File: config.mk
export PLATFORM = sky130hd
export DESIGN_NAME = mc_ctrl
export DESIGN_NICKNAME = d
export VERILOG_FILES = /design/src/rtl/mc_ctrl.sv
export SDC_FILE = /design/constraint.sdc
export NUM_CORES = 1
export LEC_CHECK = 0
export BUFFER_PORTS_ARGS = -buffer_cell sky130_fd_sc_hd__clkbuf_2
export CAP_MARGIN = 30
export CORE_UTILIZATION = 38
export CTS_CLUSTER_DIAMETER = 50
export DETAILED_ROUTE_END_ITERATION = 10
export GPL_ROUTABILITY_DRIVEN = 0
export PLACE_DENSITY_LB_ADDON = 0.3
export SLEW_MARGIN = 30
export SYNTH_ARGS = -nofsm -noshare
export SYNTH_HDL_FRONTEND = slang
export SYNTH_SLANG_ARGS = --single-unit
File: constraint.sdc
create_clock -name clk -period 4.69 [get_ports clk]
set_input_delay 0.2345 -clock clk [delete_from_list [all_inputs] [get_ports clk]]
set_output_delay 0.2345 -clock clk [all_outputs]
set_load 0.02 [all_outputs]
File: src/rtl/mc_ctrl.sv
// mc_ctrl: multi-cycle MIPS control FSM (FETCH/DECODE/EXEC/MEM/WB) with ack time-out and retire counter.
// Latency: ALU 4, LOAD 5, STORE 4, BRANCH 3, LINK 4 cycles with zero-wait acks; each missing ack adds a cycle.
module mc_ctrl #(
    parameter int unsigned ACK_TIMEOUT = 15
) (
    input  logic        clk,
    input  logic        rst,
    input  logic [5:0]  opcode,
    input  logic [5:0]  func,
    input  logic        imem_ack,
    input  logic        dmem_ack,
    output logic        imem_req,
    output logic        dmem_req,
    output logic        IRWr,
    output logic        PCWr,
    output logic        RFWr_en,
    output logic [2:0]  state,
    output logic        illegal,
    output logic        timeout_err,
    output logic [31:0] instret
);
    localparam logic [5:0] OP_RTYPE  = 6'b000000;
    localparam logic [5:0] OP_REGIMM = 6'b000001;
    localparam logic [5:0] OP_J      = 6'b000010;
    localparam logic [5:0] OP_JAL    = 6'b000011;
    localparam logic [5:0] OP_BEQ    = 6'b000100;
    localparam logic [5:0] OP_BNE    = 6'b000101;
    localparam logic [5:0] OP_BLEZ   = 6'b000110;
    localparam logic [5:0] OP_BGTZ   = 6'b000111;
    localparam logic [5:0] OP_ADDI   = 6'b001000;
    localparam logic [5:0] OP_ADDIU  = 6'b001001;
    localparam logic [5:0] OP_SLTI   = 6'b001010;
    localparam logic [5:0] OP_SLTIU  = 6'b001011;
    localparam logic [5:0] OP_ANDI   = 6'b001100;
    localparam logic [5:0] OP_ORI    = 6'b001101;
    localparam logic [5:0] OP_XORI   = 6'b001110;
    localparam logic [5:0] OP_LUI    = 6'b001111;
    localparam logic [5:0] OP_LB     = 6'b100000;
    localparam logic [5:0] OP_LH     = 6'b100001;
    localparam logic [5:0] OP_LW     = 6'b100011;
    localparam logic [5:0] OP_LBU    = 6'b100100;
    localparam logic [5:0] OP_LHU    = 6'b100101;
    localparam logic [5:0] OP_SB     = 6'b101000;
    localparam logic [5:0] OP_SH     = 6'b101001;
    localparam logic [5:0] OP_SW     = 6'b101011;

    localparam logic [5:0] F_SLL  = 6'b000000;
    localparam logic [5:0] F_SRL  = 6'b000010;
    localparam logic [5:0] F_SRA  = 6'b000011;
    localparam logic [5:0] F_SLLV = 6'b000100;
    localparam logic [5:0] F_SRLV = 6'b000110;
    localparam logic [5:0] F_SRAV = 6'b000111;
    localparam logic [5:0] F_JR   = 6'b001000;
    localparam logic [5:0] F_JALR = 6'b001001;
    localparam logic [5:0] F_ADD  = 6'b100000;
    localparam logic [5:0] F_ADDU = 6'b100001;
    localparam logic [5:0] F_SUB  = 6'b100010;
    localparam logic [5:0] F_SUBU = 6'b100011;
    localparam logic [5:0] F_AND  = 6'b100100;
    localparam logic [5:0] F_OR   = 6'b100101;
    localparam logic [5:0] F_XOR  = 6'b100110;
    localparam logic [5:0] F_NOR  = 6'b100111;
    localparam logic [5:0] F_SLT  = 6'b101010;
    localparam logic [5:0] F_SLTU = 6'b101011;

    localparam logic [7:0] TMO = 8'(ACK_TIMEOUT);

    typedef enum logic [2:0] {
        S_FETCH  = 3'd0,
        S_DECODE = 3'd1,
        S_EXEC   = 3'd2,
        S_MEM    = 3'd3,
        S_WB     = 3'd4
    } state_t;

    typedef enum logic [2:0] {
        C_ALU, C_LOAD, C_STORE, C_BRANCH, C_LINK, C_ILL
    } cls_t;

    state_t     st;
    cls_t       cls;
    cls_t       dec_cls;
    logic [7:0] wcnt;
    logic       expired;

    always_comb begin
        dec_cls = C_ILL;
        case (opcode)
            OP_RTYPE: begin
                case (func)
                    F_SLL, F_SRL, F_SRA, F_SLLV, F_SRLV, F_SRAV,
                    F_ADD, F_ADDU, F_SUB, F_SUBU, F_AND, F_OR,
                    F_XOR, F_NOR, F_SLT, F_SLTU: dec_cls = C_ALU;
                    F_JR:    dec_cls = C_BRANCH;
                    F_JALR:  dec_cls = C_LINK;
                    default: dec_cls = C_ILL;
                endcase
            end
            OP_ADDI, OP_ADDIU, OP_ANDI, OP_ORI, OP_XORI,
            OP_LUI, OP_SLTI, OP_SLTIU:                   dec_cls = C_ALU;
            OP_LB, OP_LH, OP_LW, OP_LBU, OP_LHU:         dec_cls = C_LOAD;
            OP_SB, OP_SH, OP_SW:                         dec_cls = C_STORE;
            OP_BEQ, OP_BNE, OP_BLEZ, OP_BGTZ,
            OP_REGIMM, OP_J:                             dec_cls = C_BRANCH;
            OP_JAL:                                      dec_cls = C_LINK;
            default:                                     dec_cls = C_ILL;
        endcase
    end

    // Once the counter sits at TMO the wait is over: the request is dropped for one cycle and acks are ignored.
    assign expired = (wcnt == TMO);

    always_ff @(posedge clk or posedge rst) begin
        if (rst) begin
            st          <= S_FETCH;
            cls         <= C_ALU;
            wcnt        <= 8'd0;
            timeout_err <= 1'b0;
            instret     <= 32'd0;
        end else begin
            wcnt <= 8'd0;
            case (st)
                S_FETCH: begin
                    if (!expired) begin
                        if (imem_ack) begin
                            st <= S_DECODE;
                        end else begin
                            wcnt <= wcnt + 8'd1;
                            if (wcnt == TMO - 8'd1)
                                timeout_err <= 1'b1;
                        end
                    end
                end
                S_DECODE: begin
                    cls <= dec_cls;
                    st  <= (dec_cls == C_ILL) ? S_FETCH : S_EXEC;
                end
                S_EXEC: begin
                    case (cls)
                        C_ALU, C_LINK:   st <= S_WB;
                        C_LOAD, C_STORE: st <= S_MEM;
                        C_BRANCH: begin
                            st      <= S_FETCH;
                            instret <= instret + 32'd1;
                        end
                        default:         st <= S_FETCH;
                    endcase
                end
                S_MEM: begin
                    if (expired) begin
                        st <= S_FETCH;
                    end else if (dmem_ack) begin
                        if (cls == C_STORE) begin
                            st      <= S_FETCH;
                            instret <= instret + 32'd1;
                        end else begin
                            st <= S_WB;
                        end
                    end else begin
                        wcnt <= wcnt + 8'd1;
                        if (wcnt == TMO - 8'd1)
                            timeout_err <= 1'b1;
                    end
                end
                S_WB: begin
                    st      <= S_FETCH;
                    instret <= instret + 32'd1;
                end
                default: st <= S_FETCH;
            endcase
        end
    end

    // Strobes are gated by rst so they fall immediately, not at the next edge.
    assign state    = st;
    assign imem_req = !rst && (st == S_FETCH) && !expired;
    assign dmem_req = !rst && (st == S_MEM) && !expired;
    assign IRWr     = imem_req && imem_ack;
    assign PCWr     = IRWr || (!rst && (st == S_EXEC) && (cls == C_BRANCH || cls == C_LINK));
    assign RFWr_en  = !rst && (st == S_WB);
    assign illegal  = !rst && (st == S_DECODE) && (dec_cls == C_ILL);

endmodule

Yosys cells after proc, flatten, opt, wreduce, memory -nomap -nowiden
Memories as Yosys holds them, arrays and structs flattened.
Index checks and enable logic that the tools add are counted.
{ "totals": {"ff_bits": 47, "mem_bits_ro": 192, "inputBits": 16, "output_inout_bits": 42, "word_cells": 104, "n_memories": 1} }
{ "classes": {"addsub": 2, "n_eq_ne": 43, "n_mux": 25, "reduce_logical": 28} }
{ "memory_table": {"columns": ["memory", "depth", "word_bits", "rd", "rd_ports_with_merged_regs", "write_ports", "line_no", "source"], "rows": [
  ["(no name shown)", 64, 3, 1, 0, 0, "90", "case (func)"]
]} }
{ "op_table": {"columns": ["operator", "n"], "rows": [
  ["$mux W32", 4],
  ["$pmux W32 S3", 1],
  ["$eq A6 B4 Y1 const B", 8],
  ["$eq A6 B6 Y1 const B", 8],
  ["$add A32 B1 Y32 const B", 1],
  ["$mux W8", 4],
  ["$eq A6 B3 Y1 const B", 4],
  ["$pmux W3 S6", 1],
  ["$eq A8 B4 Y1 const B", 2],
  ["$pmux W8 S2", 1],
  ["$mux W3", 5],
  ["$ne A2 B2 Y1 const B", 7],
  ["$eq A3 B2 Y1 const B", 4],
  ["$eq A6 B2 Y1 const B", 2],
  ["$pmux W3 S4", 1],
  ["$logic_and A1 B1 Y1", 10],
  ["$reduce_and A5 Y1", 2],
  ["$eq A3 B3 Y1 const B", 3],
  ["$add A8 B1 Y8 const B", 1],
  ["$reduce_or A8 Y1", 1],
  ["$eq A3 B1 Y1 const B", 2],
  ["$eq A6 B1 Y1 const B", 1],
  ["$logic_not A3 Y1", 2],
  ["$logic_not A6 Y1", 1],
  ["15 further kinds", 22]
]} }

Longest topological paths before layout
Gate-level depths: netlist (run 1).
{ "logic_depth": {"ltp_word": 6, "ltp_mapped": 8, "depth_no_buf": 6} }

Least setup slack after synthesis (run 1)
OpenSTA, ideal clock, no wires.
{ "synth_path": {"path_type": "register to output", "from": "reg wcnt[0]", "to": "out PCWr", "t_arrival_ns": 1.926, "t_required_ns": 4.456, "path_slack_ns": 2.530, "path_stages_with_launch": 8, "n_path_buf": 1, "path_cell_list": "dfrtp_1 -> ha_1 -> and3_1 -> buf_6 -> nand2_1 -> nand2_1 -> o21ai_0 -> nor4b_1"} }
{ "synth_between": {"elab_chain_len": 5} }
{ "synth_rtl": {"columns": ["item", "line_no", "source"], "rows": [
  ["start, declared", "83", "logic [7:0] wcnt;"],
  ["start signal, assigned", "128", "wcnt <= wcnt + 8'd1;"],
  ["start signal, assigned", "160", "wcnt <= wcnt + 8'd1;"],
  ["$eq A8 B4 Y1", "111", "assign expired = (wcnt == TMO);"],
  ["$logic_not A1 Y1", "176", "assign imem_req = !rst && (st == S_FETCH) && !expired;"],
  ["$logic_and A1 B1 Y1", "176", null],
  ["$logic_and A1 B1 Y1", "178", "assign IRWr = imem_req && imem_ack;"],
  ["$logic_or A1 B1 Y1", "179", "assign PCWr = IRWr || (!rst && (st == S_EXEC) && (cls == C_BRANCH || cls == C_LINK));"],
  ["end, declared", "15", "output logic PCWr,"]
]} }
No other way between the ends.

Worst setup path after layout (run 1)
{ "layout_path": {"from": "reg wcnt[0]", "to": "reg instret[31]"} }
{ "layout_between": {"elab_chain_len": 3} }
{ "layout_rtl": {"columns": ["item", "line_no", "source"], "rows": [
  ["$eq A8 B4 Y1", "111", null],
  ["$ne A2 B2 Y1 (no line)", null, null],
  ["$reduce_and A5 Y1 (no line)", null, null],
  ["end signal, assigned", "144", "instret <= instret + 32'd1;"],
  ["end signal, assigned", "155", "instret <= instret + 32'd1;"],
  ["end signal, assigned", "167", "instret <= instret + 32'd1;"],
  ["end, declared", "20", "output logic [31:0] instret"]
]} }
No other way between the ends.
A chain may end at the register's enable or synchronous reset.

==> run metrics, run 1 <==
Worst EP arrival=about 2.5 ns; Mapped Avg Cell Area=~9.9 µm²; Sink Count=47; largest net degree at the start of global routing=32; net count of the mapped netlist=just under 300; post_cts resized=0; First-pass DRT Iterations=4; Yosys reg bits=47; worst slew pin tran=between 0.7 and 0.8 ns; fin crit share=48.61%; Final min period=2.280 ns; die area=approximately 7400 µm²; RSZ-0062 raised after global routing=false; non-filler cells, final=~430; Vias=roughly 2200; busiest grt layer=met2; status=completed; Diodes inserted=0; number of cells on the critical path=6; Max Fclk=between 0.4 and 0.5 GHz; met1 usage=a little over a fifth; CTS root buf=clkbuf_8; slowest CP cell=dfrtp_1; Leak Pwr=about 1.5 nW; Critical Path End Type=flop; effective utilization at floorplan=39.38%; CTS tree=yes; slew margin rel.=51.28%; number of synthesized flops with an enable pin=0; WL final=approximately 5500 µm; P&R area growth vs syn=17.30%; clock slew at reported path FFs=around 0.08 ns; met2 usage=around a quarter; Slew Viols, Final=0; hold_buf cts=0; Hold Violations, Final=0; critical path's top delay family=compound AO/OA/AOI/OAI gates; Worst-Skew Late Latency=~0.29 ns; num rows=30; Post-route DRC=0; hpwl dp=about 4100 µm; sequential share of the synthesized area=a little over two fifths; asr flop ratio synth=100.0%; Ports=58; CP max stage delay=0.42 ns; first-pass GRT wire length=between 9000 and 10000 µm; Netlist cell types=52; R2R cell count=6; largest cells by area after synthesis=dfrtp_1 (44%), xnor2_1 (7.2%), xor2_1 (5.2%); Bufs and invs on worst path=0; final net count=348; CP max FO=17; vias in the first global route=~2000; Total GRT Usage=15.90%; die width=86.14 µm; chip height=between 80 and 90 µm; Synth Instances=about 270; Max Cap Violations=0; crit path cell chain=ha_1, and3_1, a211oi_4, a32oi_4, nor4b_2, xor2_1; Worst Clk Skew=approximately 0.0043 ns; Post-Place Cell Area=3053 µm²; Layout Utilization=a little under half; aggregate global routing overflow=0; hold crit path type=input port to asynchronous set/reset pin; Core ar.=about 7000 µm²; via/cell ratio=between 5 and 6; fillers=670; Bufs on Longest Clock Path=2; Placed Cells=around 420; Routed Antenna Nets=0; port bufs=57; per-cell routed wire length=12.99 µm; CTS buffer count=5; Post-CTS Setup Bufs=0; CP Launch Type=flop; Netlist Area Pre-Place=about 2700 µm²; met3 usage=around 3.8%; Setup TNS Final=0 ns; predominant post-synthesis flop cell=dfrtp_1; ratio of cells with drive above 1 in the final layout=approximately 26%; Worst Path Required=4.91 ns; PD cells=~370 nW/µm²; share of the synthesized area in the top cell type=43.72%; synth warn=0; Final Setup Violations=0; number of H-tree levels=2; peak supply drop=between 0.0002 and 0.00025 V; first-iteration detailed-routing DRC count=63; Crit Path Category=flop to flop; fin area=3156 µm²; initial antenna violation count=0; leading area contributor after synthesis=dfrtp_1
## layout make-up
cell class                 count  area, µm²  area share [%]
sequential                    47       1176           37.27
timing repair buffer          58      292.8           9.278
multi-input combinational    207       1426           45.20
inverter                      10      37.54           1.190
clock inverter                 1      30.03          0.9516
clock buffer                   6      72.57           2.300
tap                           96      120.1           3.806
## synthesized netlist by cell type, types with 3 or more instances
cell	number
inv_1	9
nand2b_1	9
nand2_1	26
and3_1	7
xor2_1	16
nand4_1	12
ha_1	3
o21ai_0	6
a31oi_1	3
nor2b_1	4
nor4_1	4
nor3_2	4
nor2_1	25
a21oi_1	5
xnor2_1	22
nor3_1	11
nand3_1	13
buf_6	3
nor3b_1	4
dfrtp_1	47
## where the power goes
group | internal, mW | total, mW | switching [mW]
clock | 0.156 | 0.286 | 0.129
sequential | 0.449 | 0.532 | 0.0827
combinational | 0.122 | 0.339 | 0.216
## cells by family after synthesis
| kind of cell | after synthesis | share of synthesized area [%] |
|---|---|---|
| AOI/OAI and AO/OA | 29 | 8.931 |
| xor gates and xnor gates | 38 | 12.37 |
| adders and majority gates | 3 | 1.395 |
| buffers and inverters | 17 | 3.255 |
| DFF | 47 | 43.72 |
| muxes | 1 | 0.3721 |
| and+or+nand+nor | 136 | 29.95 |
## per-stage QoR
step                hold WS [ns]  total power [mW]  setup WS (ns)
finish                   0.02768             1.156          2.410
global route             0.07614             1.238          2.234
CTS                      0.03746             1.171          2.402
detailed placement        0.3591            0.8814          2.425
global placement          0.3597            0.8727          2.511
floorplan                 0.3971            0.7839          2.530
## sequential cells by signal, indices dropped and copies added (netlist names)
name and count:
cls 3, timeout_err 1, state 3, wcnt 8
instret 32
## worst register-to-register path, stage by stage (launching register included)
cell	delay, ns
dfrtp_1	0.42
ha_1	0.24
and3_1	0.27
a211oi_4	0.35
a32oi_4	0.35
nor4b_2	0.41
xor2_1	0.17
## metal layers
layer / share of wire [%] / routed length (µm)
met5: 0 / 0
met4: 0.67 / 37
met3: 3.8 / 210
met2: 46 / 2562
met1: 49 / 2710
## placed cells by master, fill, tap and decap left out, types with 4 or more instances in the layout
master / count
nor3_1: 11
clkbuf_2: 57
nand4_1: 12
dfrtp_1: 47
nor2_1: 25
nor4_1: 4
inv_1: 8
a21oi_1: 5
xor2_1: 16
nor3b_1: 4
xnor2_1: 22
clkbuf_8: 5
nand2b_1: 9
nand2_1: 26
and3_1: 7
nor3_2: 4
nor2b_1: 4
nand3_1: 13
o21ai_0: 6
## final timing paths
kind                              from          end  slack [ns]
min reg2reg                instret[31]  instret[31]        0.48
max reg2reg                    wcnt[0]  instret[31]        2.41
max in group asynchronous          rst  instret[30]        3.97
min                                rst     state[2]        0.03
min in group clk              imem_ack     state[0]        0.27
max                            wcnt[0]  instret[31]        2.41
No activity file was read; power rests on OpenSTA's default activity.
==> inputs of run 2 (changes only) <==
==> constraint.sdc (replaced) <==
create_clock -name clk -period 2 [get_ports clk]
set_input_delay 0.1 -clock clk [delete_from_list [all_inputs] [get_ports clk]]
set_output_delay 0.1 -clock clk [all_outputs]
set_load 0.02 [all_outputs]
==> run metrics, run 2 (synthesis results as in run 1) <==
Reg area=1176 µm² (unchanged); fillers=657 (-1.9%); via/cell ratio=5.090 (-0.13%); Worst-Skew Late Latency=0.30 ns (about the same); PD cells=866.5 nW/µm² (+140%); Crit Path Category=flop to flop; Diodes inserted=0 (unchanged); clock slew at reported path FFs=0.09 ns (about the same); hold crit path type=input port to flop; CTS root buf=clkbuf_8; non-filler cells, final=457 (+7.5%); final net count=379 (+8.9%); Placed Cells=436 (+4.3%); largest net degree at the start of global routing=43 (+34%); Setup TNS Final=0 ns (unchanged); P&R area growth vs syn=31.35%; most frequent cells in the layout=clkbuf_2 (56), dfrtp_1 (47), buf_4 (27); first-iteration detailed-routing DRC count=84 (+33%); Slew Viols, Final=0 (unchanged); RSZ-0062 raised after global routing=true; vias in the first global route=2056 (+1.1%); fin crit share=98.44% (+50 points); Worst Path Required=2.23 ns (-2.68 ns); effective utilization at floorplan=39.38% (unchanged); Largest regs=instret (32), wcnt (8); Biggest register=instret; CTS tree=yes; Place WS=-0.05790 ns (-2.483 ns); number of H-tree levels=2 (unchanged); Sink Count=47 (unchanged); chip height=86.14 µm (unchanged); Worst EP arrival=2.20 ns (-0.30 ns); WL final=5941 µm (+7.6%); Fin Hold WS=0.1552 ns (+0.1275 ns); Final WS setup=0.03129 ns (-2.379 ns); port bufs=57 (unchanged); Leak Pwr=1.717 nW (+15%); CP Launch Type=flop; Core ar.=6832 µm² (unchanged); worst slew pin tran=0.5355 ns (-0.1952 ns); hpwl dp=4146 µm (+1.9%); total power=3.062 mW (+160%); die area=7419 µm² (unchanged); ratio of cells with drive above 1 in the final layout=35.46% (+9.9 points); num rows=30 (unchanged); Total GRT Usage=16.55% (+0.64 points); Largest register FFs=32 (unchanged); Post-route DRC=0 (unchanged); per-cell routed wire length=13.00 µm (about the same); slew margin rel.=64.30% (+13 points); CTS buffer count=5 (unchanged); peak supply drop=0.0004744 V (+120%); Routed Antenna Nets=0 (unchanged); Final min period=1.969 ns (-0.3111 ns); Max Cap Violations=0 (unchanged); Worst Clk Skew=0.006247 ns (+0.001933 ns); Multi-input gate area=1535 µm² (+7.6%); aggregate global routing overflow=0 (unchanged); die width=86.14 µm (unchanged); status=completed; Vias=2326 (+7.4%); CP max FO=7 (-10); commonest non-fill, non-tap cell in the layout=clkbuf_2; Ports=58 (unchanged); Bufs on Longest Clock Path=2 (unchanged); initial antenna violation count=0 (unchanged); first-pass GRT wire length=9936 µm (+6.6%); Max Fclk=0.5079 GHz (+16%); Final Setup Violations=0 (unchanged); First-pass DRT Iterations=4 (unchanged); Critical Path End Type=flop; Hold Violations, Final=0 (unchanged)
-- run 2: cell types whose count changed in the layout (fill, tap and decap cells not counted), sizes merged --
cell,change
dlygate4sd3,+1
buf,+30
clkbuf,-1
clkinv,+1
a32oi,+1
-- run 2: stage by stage --
step           cell area, µm²  util (%)
2_1_floorplan            2699         -
3_3_place_gp             3209     46.98
3_5_place_dp             3209     46.98
4_1_cts                  3364     49.25
5_1_grt                  3533     51.72
6_report                 3533     51.72
-- run 2: worst paths after layout --
kind	to	slack [ns]	from	cells after the start
setup / recovery	instret[16]	0.03	wcnt[0]	8
setup reg to reg	instret[16]	0.03	wcnt[0]	8
max in group asynchronous	instret[6]	0.98	rst	4
hold reg to reg	timeout_err	0.47	timeout_err	1
min in group asynchronous	state[0]	0.26	rst	3
hold / removal	state[0]	0.16	imem_ack	3
-- run 2: metal layers --
| layer | wire length (µm) | global-route usage [%] |
|---|---|---|
| met1 | 2891 | 24.43 |
| met2 | 2777 | 25.83 |
| met4 | 25 | 2.273 |
| met5 | 0 | 0 |
| met3 | 246 | 3.176 |
-- run 2: worst max-delay path, stage by stage, from the launching register on --
cell      delay, ns
dfrtp_1        0.43
ha_4           0.19
and3_4         0.19
a211oi_4       0.23
buf_6          0.15
a32oi_4        0.18
buf_4          0.20
nor3_2         0.17
xor2_1         0.16
-- run 2: area by class of cell --
type                       instances  area share, %
timing repair buffer              88          15.47
clock buffer                       6          2.337
multi-input combinational        208          43.45
inverter                          10          1.062
sequential                        47          33.29
clock inverter                     2         0.9915
tap                               96          3.399
-- run 2: power by group --
part	switching (mW)	internal [mW]
sequential	0.118	1.05
combinational	0.690	0.481
clock	0.314	0.405
total	1.12	1.94
-- run 2: what timing repair did --
action / 4_1_cts / 5_1_grt
setup endpoints to repair: 15 / 31
pin swaps: 1 / 10
buffers inserted: 1 / 10
gates resized for setup: 5 / 17
hold buffers: 1 / 0
hold endpoints to repair: 5 / 0
gates cloned: 0 / 1
